==> src/rtl/pim_pkg.sv <==
// rtl/pim_pkg.sv - shared constants, state encoding and clogb2 for the PIM conv blocks
package pim_pkg;

  localparam int DEFAULT_DEPTH = 32;
  localparam int DEFAULT_ADC_P = 8;

  typedef enum logic [1:0] {
    IDLE    = 2'd0,
    COLLECT = 2'd1,
    DRAIN   = 2'd2
  } pim_state_t;

  // Never returns less than 1 so a single-entry depth still gets a legal vector.
  function automatic int clogb2(input int value);
    int width;
    width = 1;
    for (int i = 1; i < 31; i++) begin
      if ((1 << i) < value) width = i + 1;
    end
    return width;
  endfunction

endpackage

==> src/rtl/pim_conv_collector_if.sv <==
// rtl/pim_conv_collector_if.sv - result input and drained-sum output stream of the collector
interface pim_conv_collector_if #(
  parameter int ADC_P = 8,
  parameter int ACC_W = 16,
  parameter int AW    = 5
);

  logic             in_valid;
  logic [ADC_P-1:0] in_data;
  logic [AW-1:0]    in_addr;
  logic             out_valid;
  logic             out_ready;
  logic [ACC_W-1:0] out_data;
  logic [AW-1:0]    out_addr;

  modport master (
    output in_valid, in_data, in_addr, out_ready,
    input  out_valid, out_data, out_addr
  );

  modport slave (
    input  in_valid, in_data, in_addr, out_ready,
    output out_valid, out_data, out_addr
  );

endinterface

==> src/rtl/pim_sat_acc.sv <==
// rtl/pim_sat_acc.sv - saturating accumulate; PIM_SHIFT_ADD_EN weights the addend by 2^shift
module pim_sat_acc #(
  parameter int ACC_W = 16,
  parameter int SH_W  = 2
) (
  input  logic [ACC_W-1:0] acc,
  input  logic [ACC_W-1:0] addend,
  input  logic [SH_W-1:0]  shift,
  output logic [ACC_W-1:0] sum,
  output logic             sat
);

`ifdef PIM_SHIFT_ADD_EN
  // Wide enough for the largest shift plus the carry, so saturation is exact.
  localparam int WIDE_W = ACC_W + (1 << SH_W) + 1;
  logic [WIDE_W-1:0] weighted;
  assign weighted = WIDE_W'(addend) << shift;
`else
  localparam int WIDE_W = ACC_W + 1;
  logic [WIDE_W-1:0] weighted;
  logic              shift_unused;
  assign weighted     = WIDE_W'(addend);
  assign shift_unused = ^shift;
`endif

  logic [WIDE_W-1:0] total;

  assign total = WIDE_W'(acc) + weighted;
  assign sat   = |total[WIDE_W-1:ACC_W];
  assign sum   = sat ? {ACC_W{1'b1}} : total[ACC_W-1:0];

endmodule

==> src/rtl/pim_conv_collector.sv <==
// rtl/pim_conv_collector.sv - accumulates NUM_PASS sweeps of PIM results, then drains them; PIM_SHIFT_ADD_EN selects bit-serial weighting
module pim_conv_collector
  import pim_pkg::*;
#(
  parameter  int DEPTH    = DEFAULT_DEPTH,
  parameter  int ADC_P    = DEFAULT_ADC_P,
  parameter  int ACC_W    = 16,
  parameter  int NUM_PASS = 4,
  localparam int AW       = clogb2(DEPTH),
  localparam int PW       = clogb2(NUM_PASS)
) (
  input  logic                  clk,
  input  logic                  rst,
  input  logic                  start,
  pim_conv_collector_if.slave   bus,
  output logic                  busy,
  output logic                  done,
  output logic                  overflow,
  output logic                  addr_err
);

  pim_state_t       state;
  pim_state_t       state_next;
  logic [AW-1:0]    wr_ptr;
  logic [AW-1:0]    rd_ptr;
  logic [PW-1:0]    pass_cnt;
  logic [ACC_W-1:0] acc_mem [DEPTH];

  logic             start_ok;
  logic             collect_beat;
  logic             wr_wrap;
  logic             last_beat;
  logic             drain_accept;
  logic             last_accept;
  logic [ACC_W-1:0] acc_prev;
  logic [ACC_W-1:0] acc_sum;
  logic             acc_sat;

  // done is high in the first IDLE cycle; a start then is treated as arriving too early.
  assign start_ok     = start && !done;
  assign collect_beat = (state == COLLECT) && bus.in_valid;
  assign wr_wrap      = (wr_ptr == AW'(DEPTH - 1));
  assign last_beat    = collect_beat && wr_wrap && (pass_cnt == PW'(NUM_PASS - 1));
  assign drain_accept = (state == DRAIN) && bus.out_ready;
  assign last_accept  = drain_accept && (rd_ptr == AW'(DEPTH - 1));

  // Pass 0 overwrites instead of adding, so the buffer never needs clearing.
  assign acc_prev = (pass_cnt == '0) ? '0 : acc_mem[wr_ptr];

  pim_sat_acc #(
    .ACC_W (ACC_W),
    .SH_W  (PW)
  ) u_sat_acc (
    .acc    (acc_prev),
    .addend (ACC_W'(bus.in_data)),
    .shift  (pass_cnt),
    .sum    (acc_sum),
    .sat    (acc_sat)
  );

  always_ff @(posedge clk) begin
    if (!rst) state <= IDLE;
    else      state <= state_next;
  end

  always_comb begin
    state_next = state;
    case (state)
      IDLE:    if (start_ok)    state_next = COLLECT;
      COLLECT: if (last_beat)   state_next = DRAIN;
      DRAIN:   if (last_accept) state_next = IDLE;
      default:                  state_next = IDLE;
    endcase
  end

  always_comb begin
    busy          = (state != IDLE);
    bus.out_valid = (state == DRAIN);
    bus.out_data  = acc_mem[rd_ptr];
    bus.out_addr  = rd_ptr;
  end

  always_ff @(posedge clk) begin
    if (collect_beat) acc_mem[wr_ptr] <= acc_sum;
  end

  always_ff @(posedge clk) begin
    if (!rst) begin
      wr_ptr   <= '0;
      rd_ptr   <= '0;
      pass_cnt <= '0;
      done     <= 1'b0;
      overflow <= 1'b0;
      addr_err <= 1'b0;
    end else begin
      done <= last_accept;
      case (state)
        IDLE: begin
          if (start_ok) begin
            wr_ptr   <= '0;
            pass_cnt <= '0;
            overflow <= 1'b0;
            addr_err <= 1'b0;
          end
        end
        COLLECT: begin
          if (bus.in_valid) begin
            if (bus.in_addr != wr_ptr) addr_err <= 1'b1;
            if (acc_sat)               overflow <= 1'b1;
            if (wr_wrap) begin
              wr_ptr   <= '0;
              pass_cnt <= pass_cnt + PW'(1);
            end else begin
              wr_ptr <= wr_ptr + AW'(1);
            end
            if (last_beat) rd_ptr <= '0;
          end
        end
        DRAIN: begin
          if (bus.in_valid) addr_err <= 1'b1;
          if (bus.out_ready) begin
            rd_ptr <= (rd_ptr == AW'(DEPTH - 1)) ? '0 : rd_ptr + AW'(1);
          end
        end
        default: ;
      endcase
    end
  end

endmodule
==> src/flat_wrapper.sv <==
// flat-port wrapper written by rule: the top's interface ports become plain ports
module pim_conv_collector_flat import pim_pkg::*;
#(
  parameter  int DEPTH    = DEFAULT_DEPTH,
  parameter  int ADC_P    = DEFAULT_ADC_P,
  parameter  int ACC_W    = 16,
  parameter  int NUM_PASS = 4,
  localparam int AW       = clogb2(DEPTH),
  localparam int PW       = clogb2(NUM_PASS)
)
  (clk, rst, start, busy, done, overflow, addr_err, bus_in_valid, bus_in_data, bus_in_addr, bus_out_ready, bus_out_valid, bus_out_data, bus_out_addr);
  pim_conv_collector_if #(.ADC_P(ADC_P), .ACC_W(ACC_W)) bus_i ();
  input  logic clk;
  input  logic rst;
  input  logic start;
  output logic busy;
  output logic done;
  output logic overflow;
  output logic addr_err;
  input wire logic [$bits(bus_i.in_valid)-1:0] bus_in_valid;
  input wire logic [$bits(bus_i.in_data)-1:0] bus_in_data;
  input wire logic [$bits(bus_i.in_addr)-1:0] bus_in_addr;
  input wire logic [$bits(bus_i.out_ready)-1:0] bus_out_ready;
  output wire logic [$bits(bus_i.out_valid)-1:0] bus_out_valid;
  output wire logic [$bits(bus_i.out_data)-1:0] bus_out_data;
  output wire logic [$bits(bus_i.out_addr)-1:0] bus_out_addr;
  assign bus_i.in_valid = bus_in_valid;
  assign bus_i.in_data = bus_in_data;
  assign bus_i.in_addr = bus_in_addr;
  assign bus_i.out_ready = bus_out_ready;
  assign bus_out_valid = bus_i.out_valid;
  assign bus_out_data = bus_i.out_data;
  assign bus_out_addr = bus_i.out_addr;
  pim_conv_collector #(.DEPTH(DEPTH), .ADC_P(ADC_P), .ACC_W(ACC_W), .NUM_PASS(NUM_PASS)) u_core (.clk(clk), .rst(rst), .start(start), .bus(bus_i), .busy(busy), .done(done), .overflow(overflow), .addr_err(addr_err));
endmodule
==> config.mk <==
export PLATFORM = sky130hd
export DESIGN_NAME = pim_conv_collector_flat
export DESIGN_NICKNAME = d
export VERILOG_FILES = /design/src/rtl/pim_pkg.sv /design/src/rtl/pim_conv_collector_if.sv /design/src/rtl/pim_sat_acc.sv /design/src/rtl/pim_conv_collector.sv /design/src/flat_wrapper.sv
export SDC_FILE = /design/constraint.sdc
export NUM_CORES = 1
export LEC_CHECK = 0
export CAP_MARGIN = 10
export CORE_MARGIN = 1
export CORE_UTILIZATION = 35
export CTS_BUF_LIST = sky130_fd_sc_hd__clkbuf_4 sky130_fd_sc_hd__clkbuf_8 sky130_fd_sc_hd__clkbuf_16
export DETAILED_ROUTE_END_ITERATION = 16
export PLACE_DENSITY = 0.6
export SLEW_MARGIN = 40
export SYNTH_ARGS = -nofsm -noshare
export SYNTH_HDL_FRONTEND = slang
export SYNTH_SLANG_ARGS = --single-unit
==> constraint.sdc <==
create_clock -name clk -period 6.84 [get_ports clk]
set_input_delay 1.71 -clock clk [delete_from_list [all_inputs] [get_ports clk]]
set_output_delay 1.71 -clock clk [all_outputs]
set_load 0.1 [all_outputs]
Word level (Yosys, flattened, before mapping) --
Memories as Yosys holds them, arrays and structs flattened. A register that Yosys moved wholly into a read port is not among the register bits. Cells that the tools add are included. Widths: inputs -> output; s select.
Word-level totals: word-level logic and storage cells 79, input bits 18, memories kept 1, register bits 17, bits in writable memories 512
Cells by class: reduce and logical (&&, ||, !) cells 19, equality and inequality tests 15, muxes and demuxes 33, $add $sub $neg 4
Memories:
- u_core.acc_mem | words 32, bits a word 16, rd ports 2, clocked after memory_dff 2, write ports 1, line pim_conv_collector.sv:27 | logic [ACC_W-1:0] acc_mem [DEPTH];
Operators by type and width (number):
- $mux 5 | 11
- $mux 16 | 2
- $pmux 5 s2 | 2
- $add 16x8->17 | 1
- $mux 2 | 6
- $reduce_and 4->1 | 3
- $add 5x1->5 const B | 2
- $eq 5x5->1 const B | 2
- $ne 2x2->1 const B | 5
- $mux 1 | 8
- $ne 2x1->1 const B | 4
- $logic_and 1x1->1 | 6
- $pmux 2 s3 | 1
- $reduce_and 3->1 | 2
- $reduce_bool 2->1 | 3
- $ne 5x5->1 | 1
- $reduce_and 5->1 | 1
- $eq 2x2->1 const B | 2
- $logic_not 2->1 | 2
- $pmux 2 s2 | 1
- $pmux 1 s3 | 1
- $reduce_bool 3->1 | 1
- $add 2x1->2 const B | 1
- $eq 2x1->1 const B | 1
- other kinds (2) | 2

Logic depth before layout (Yosys ltp) --
Gate-level depths: netlist of run 1.
depth after elaboration 9, gate-level depth with buffers 20

Cells and area by module --
From an unflattened synthesis of run 1, not the netlist that was laid out.
Second synthesis, totals: cells, all modules 1316, area total of the unflattened synthesis 25632.1 sq um
By module, submodules not included:
- pim_conv_collector | times used 1, cells each 1202, area each 24831.3 sq um
- pim_sat_acc | times used 1, cells each 114, area each 800.8 sq um

Worst setup path after synthesis of run 1 --
OpenSTA, ideal clock, no wires.
kind reg2reg, start point reg with a tool-made name, end point mem u_core.acc_mem[0][14], data pin, stages on the path, launching flop included 20, path buffers 6, clock period less this slack 5.308 ns, setup time 0.385 ns, path slack 1.532 ns, arrival time 4.923 ns, path through dfxtp_1 -> buf_6 -> buf_12 -> buf_12 -> buf_4 -> buf_2 -> buf_2 -> mux4_2 -> mux4_2 -> nand2_1 -> a21oi_1 -> ha_1 -> fa_1 -> and2_1 -> o21ai_0 -> a21o_1 -> a21oi_1 -> nand2_2 -> nor2_1 -> mux2i_1
RTL lines (line):
- end, declared | pim_conv_collector.sv:27

==> out/results.ini, run 1 <==
[cts]
clkLatencyLatePin_ns=0.63
cts_buffers=55
cts_root_buf=clkbuf_16
clock_sinks=539
tritoncts=yes
hold_buffers=0
cts_setup_buffers=0
cts.path.max_buffers=3
cts-htree-levels=2
clk_pin_slew_ns=0.07
cts-resized-gates=0

[synthesis]
ys_seq_area_share_pct=61.98
synth.distinct_cells=63
synthesis.area_um2=25680
ys_seq_elements=539
syn_inst=1262
yosysTopAreaCell=edfxtp_1
syn_nets=1302
ys_async_sr_fraction_pct=0
yosys-top-cells-area=edfxtp_1 60%, mux4_2 24%, mux4_1 2.9%
synth_flop_cell=edfxtp_1
syn_avg_cell_area_um2=20.35
synthTopCellsByCount=512 x edfxtp_1, 278 x mux4_2, 46 x nand2_1
yosysWarnings=0
synth_edf_count=512
yosysMostFrequentCell=edfxtp_1
synth_top_cell_area_share_pct=59.87

[hold_path]
min_from=u_core.pass_cnt[1]
hold_class=flip-flop to flip-flop

[timing]
setup_viol=0
setup_tns_ns=0
hold_viol_final=0
fin_worst_skew_ns=0.02909
setup_slack_ns=1.634
fin_crit_ns=5.206
tightest_slew_ns=0.8987
max_freq_mhz=192.1
post-route-period-util_pct=76.11
slew_viol_final=0
slew_headroom_pct=40.09
rsz0062_at_grt=no

[pwr]
clockPowerShare_pct=40.2
p_per_area_nw_per_um2=269.1
leakagePower_nw=8.493
irDropWorstVdd_mv=0.2736
power_frac_seq_pct=46.5
p_int_w=0.005928
net-switching-power_w=0.001946
comb_power_share_pct=13.3
p_sw_share_pct=24.71

[global_routing]
grt_max_degree=71
track_usage_pct=19.50
grt_pass1_vias=14010
grt_pass1_wl_um=102700
antenna_found_initial=0
grt-ovfl-total=0

[drt]
viasPerCell=5.955
num_vias=13900
drt_first_iter_violations=1531
wl_per_cell_um=30.80
remaining_drc_errors=0
firstDrtPassIters=5
ant_nets=0
postRouteWirelength_um=71890

[final_layout]
final_cells=2334
antennaDiodeCount=0
post-route-util_pct=40.59
drive_above_1_share_pct=39.88
fin_nets=1378
fillers=6330
syn2layout_area_growth_pct=13.96

[die]
fp.dieH_um=272.9
io-pin-count=44
num_rows=98
die-area_um2=74460
die_x_um=272.9
start_util_pct=35.62
core_area_um2=72100

[worst_setup_path]
required_ns=7.18
path_max_fanout=32
cp-start-kind=flip-flop
worstSetupEndpointType=flip-flop
arrival_ns=5.55
crit_type=flip-flop to flip-flop

[place]
io_buffers=43
gp_congestion=0.8330
hpwl_um=42160
dp_slack_ns=1.280
place_inst=2231

[status]
status=completed

[flow_run]
drv_cap=0

## worst paths after layout
check | to | slack [ns] | cells after the start
worst min register to register | u_core.pass_cnt[1] | 0.51 | 2
worst max register to register | u_core.acc_mem[31][0] | 1.63 | 14
worst max-delay path | u_core.acc_mem[31][0] | 1.63 | 14
worst min-delay path | u_core.pass_cnt[1] | 0.51 | 2
## flip-flops by register name (all words and copies together), names as in the netlist, named ones only
| register | count |
|---|---|
| u_core.state | 2 |
| u_core.overflow | 1 |
| u_core.addr_err | 1 |
| u_core.bus.out_addr | 5 |
| u_core.pass_cnt | 2 |
| u_core.wr_ptr | 5 |
| u_core.done | 1 |
| u_core.acc_mem | 512 |
## cell families (layout without fill, tap and decap cells)
family / after synthesis / in the layout / share of synthesized area (%)
buffers and inverters: 98 / 220 / 2.251
adders and majority gates: 22 / 22 / 1.101
AOI/OAI and AO/OA: 73 / 73 / 1.871
xor gates and xnor gates: 13 / 13 / 0.4434
and+or+nand+nor: 178 / 178 / 3.640
DFF: 539 / 539 / 61.98
muxes: 339 / 339 / 28.72
## cells in the final DEF (no fill, tap or decap), types with 5 or more instances in the layout
cell type and n:
a211oi_1 6, a21boi_0 6, a21oi_1 19, and2_1 7
buf_12 8, buf_2 26, buf_4 53, bufinv_16 7
clkbuf_16 58, clkbuf_4 9, clkdlybuf4s50_1 17, clkinv_1 13
clkinv_2 6, dfxtp_1 18, dfxtp_2 5, edfxtp_1 512
ha_1 21, inv_1 12, mux2_2 21, mux2i_1 8
mux4_1 28, mux4_2 278, nand2_1 40, nand2_2 9
nand2b_1 7, nand3_1 15, nand3b_1 5, nor2_1 13
nor2_2 29, nor2b_1 13, o21ai_0 13, o22ai_1 8
xnor2_1 5, xor2_1 8
## critical path, stage by stage (launching register included)
cell and delay (ns):
dfxtp_4 0.56, buf_12 0.23, buf_12 0.25, mux4_2 0.54, mux4_2 0.48, nand2_1 0.09
a21oi_1 0.08, ha_1 0.35, and2_1 0.17, o21ai_0 0.12, a21o_1 0.19, a21oi_1 0.45
nand2_2 0.19, or3_4 0.59, or2b_2 0.57
## metrics by stage
stage	area [um^2]	hold slack [ns]	power, W
3_3_place_gp	27400	0.4952	0.004796
5_1_grt	29260	0.5519	0.008107
6_report	29260	0.5129	0.007874
4_1_cts	29250	0.5170	0.007932
2_1_floorplan	25680	0.4721	0.004550
3_5_place_dp	27340	0.5066	0.004794
## cell type report
cell class / instances / area (um^2) / area share, %
Timing Repair Buffer: 104 / 858.3 / 2.933
Clock buffer: 69 / 1546 / 5.285
Multi-Input combinational cell: 625 / 9324 / 31.86
Clock inverter: 34 / 361.6 / 1.236
Inverter: 13 / 48.80 / 0.1667
Sequential cell: 539 / 15940 / 54.46
Tap cell: 950 / 1189 / 4.062
## power groups by stage
stage / Sequential (W) / Clock [W] / Combinational, W
after floorplan: 0.00373 / 0 / 0.000824
after global placement: 0.00377 / 0 / 0.00102
after detailed placement: 0.00373 / 0 / 0.00106
after CTS: 0.00366 / 0.00320 / 0.00106
after global routing: 0.00367 / 0.00332 / 0.00112
final: 0.00366 / 0.00316 / 0.00105
## per-layer routing
| metal | routed length, um | vias to the layer above | track usage (%) |
|---|---|---|---|
| met2 | 36000 | 617 | 32.20 |
| met1 | 28120 | 7543 | 25.81 |
| li1 | - | 5613 | - |
| met4 | 2688 | 0 | 7.496 |
| met5 | 0 | - | 0 |
| met3 | 5079 | 125 | 3.251 |
(Power assumes the default switching activity.)
==> inputs of run 2 (changes only) <==
--- a/config.mk
+++ b/config.mk
@@ -10,7 +10,7 @@
 export CORE_UTILIZATION = 35
 export CTS_BUF_LIST = sky130_fd_sc_hd__clkbuf_4 sky130_fd_sc_hd__clkbuf_8 sky130_fd_sc_hd__clkbuf_16
 export DETAILED_ROUTE_END_ITERATION = 16
-export PLACE_DENSITY = 0.6
+export PLACE_DENSITY = 0.62
 export SLEW_MARGIN = 40
 export SYNTH_ARGS = -nofsm -noshare
 export SYNTH_HDL_FRONTEND = slang
==> constraint.sdc (replaced) <==
create_clock -name clk -period 4.5 [get_ports clk]
set_input_delay 1.125 -clock clk [delete_from_list [all_inputs] [get_ports clk]]
set_output_delay 1.125 -clock clk [all_outputs]
set_load 0.1 [all_outputs]
==> run 2 against run 1 <==
  * Clock power is 47% higher
  * Utilization up 1.0 points
  * Design area is 2.6% higher
  * Critical endpoint is now bus_out_data[1]
  * Largest cell class unchanged
  * Clock-buffer cell count increased by 3
  * Sequential power grew 52%
  * Non-clock buffer count increased by 50
  * Via count rose by 2.1%
  * Global-route usage grew 0.052 points
  * Clock skew barely moved
==> out/results.ini, run 2 (synthesis results as in run 1) <==
[drt]
postRouteWirelength_um=71950
remaining_drc_errors=0
firstDrtPassIters=5
drt_first_iter_violations=1747
viasPerCell=5.951
ant_nets=0
wl_per_cell_um=30.17
num_vias=14190

[final_layout]
largest-register=u_core.acc_mem
syn2layout_area_growth_pct=16.89
final_cells=2385
layout_commonest_cell=edfxtp_1
largest_reg_flops=512
post-route-util_pct=41.63
fin_nets=1429
antennaDiodeCount=0
drive_above_1_share_pct=42.09
fillers=6276
design_area_um2=30020
final_cell_mix=512 x edfxtp_1, 278 x mux4_2, 92 x buf_4

[timing]
fin_worst_skew_ns=0.02889
hold_viol_final=0
setup_tns_ns=0
setup_viol=0
whs_ns=0.5266
slew_headroom_pct=42.28
tightest_slew_ns=0.8658
rsz0062_at_grt=no
slew_viol_final=0
post-route-period-util_pct=97.03
fin_crit_ns=4.366
max_freq_mhz=229.0

[die]
fp.dieH_um=272.9
die_x_um=272.9
num_rows=98
start_util_pct=35.62
io-pin-count=44
die-area_um2=74460
core_area_um2=72100

[worst_setup_path]
worstSetupEndpointType=output port
crit_slowest_cell=dfxtp_4
required_ns=3.38
r2r_cells=14
path_cells=buf_12 > mux4_2 > mux4_2 > mux2_2 > buf_12
arrival_ns=3.24
cpPeakStageDelay_ns=0.64
path_max_fanout=32
crit_end=bus_out_data[1]
cp-start-kind=flip-flop
r2r_slack_ns=0.19
reg2reg_to=u_core.acc_mem[27][8]
crit_type=flip-flop to output port

[cts]
cts-htree-levels=2
cts_buffers=55
tritoncts=yes
clock_sinks=539
clk_pin_slew_ns=0.06
clkLatencyLatePin_ns=0.63
cts.path.max_buffers=3
cts_root_buf=clkbuf_16

[pwr]
irDropWorstVdd_mv=0.3503
p_per_area_nw_per_um2=398.8
leakagePower_nw=8.898

[global_routing]
grt_max_degree=58
antenna_found_initial=1
grt-ovfl-total=0
grt_pass1_wl_um=103100
track_usage_pct=19.56
grt_pass1_vias=14620

[place]
io_buffers=43
gp_congestion=0.8489
place_area_um2=28090
place_inst=2275
hpwl_um=45380

[status]
status=completed

[flow_run]
drv_cap=0

[hold_path]
hold_class=flip-flop to flip-flop

==> run 2: per-layer routing <==
layer	vias to the layer above	track usage [%]	part of all wire (%)
met4	2	5.899	2.7
li1	5715	-	-
met2	766	29.96	46
met3	123	4.885	10
met1	7587	27.49	41
met5	-	0	0.019
==> run 2: area by class of cell <==
type	instances	area, um^2	share of cell area, %
clock buffer	72	1553	5.173
clock inverter	31	294.0	0.9796
inverter	13	48.80	0.1626
multi-input combinational	626	9393	31.29
sequential	539	15940	53.09
tap	950	1189	3.960
timing repair buffer	154	1603	5.340
==> run 2: report_power, final <==
part           switching [W]  internal [W]
registers          0.0000541       0.00550
logic               0.000975      0.000804
clock network        0.00192       0.00272
==> run 2: through the flow <==
| step | total power (W) | setup slack (ns) |
|---|---|---|
| final | 0.01197 | 0.1336 |
| after CTS | 0.01204 | 0.01868 |
| after global routing | 0.01235 | 0.02499 |
| after detailed placement | 0.007420 | 0.02913 |
| after global placement | 0.007417 | 0.09290 |
| after floorplan | 0.006959 | 0.02144 |
==> run 2: worst min-delay path by stage <==
stage / from / to / slack [ns] / depth (start not counted)
after CTS: u_core.pass_cnt[1] / u_core.pass_cnt[1] / 0.54 / 2
after detailed placement: u_core.overflow / u_core.overflow / 0.52 / 1
final: u_core.pass_cnt[1] / u_core.pass_cnt[1] / 0.53 / 2
after floorplan: u_core.pass_cnt[1] / u_core.pass_cnt[1] / 0.47 / 2
after global placement: u_core.pass_cnt[1] / u_core.pass_cnt[1] / 0.49 / 2
after global routing: u_core.overflow / u_core.overflow / 0.56 / 1
==> run 2: what timing repair did <==
item | 4_1_cts | 5_1_grt
setup buffers | 0 | 6
gates resized for setup | 0 | 4
setup endpoints to repair | 0 | 512
hold buffers | 0 | 0
==> run 2: worst max-delay path: cells and delay by family, from the launching register on <==
family | cells | cell delay, ns
DFF | 1 | 0.64
buffers and inverters | 2 | 0.51
muxes | 3 | 1.41
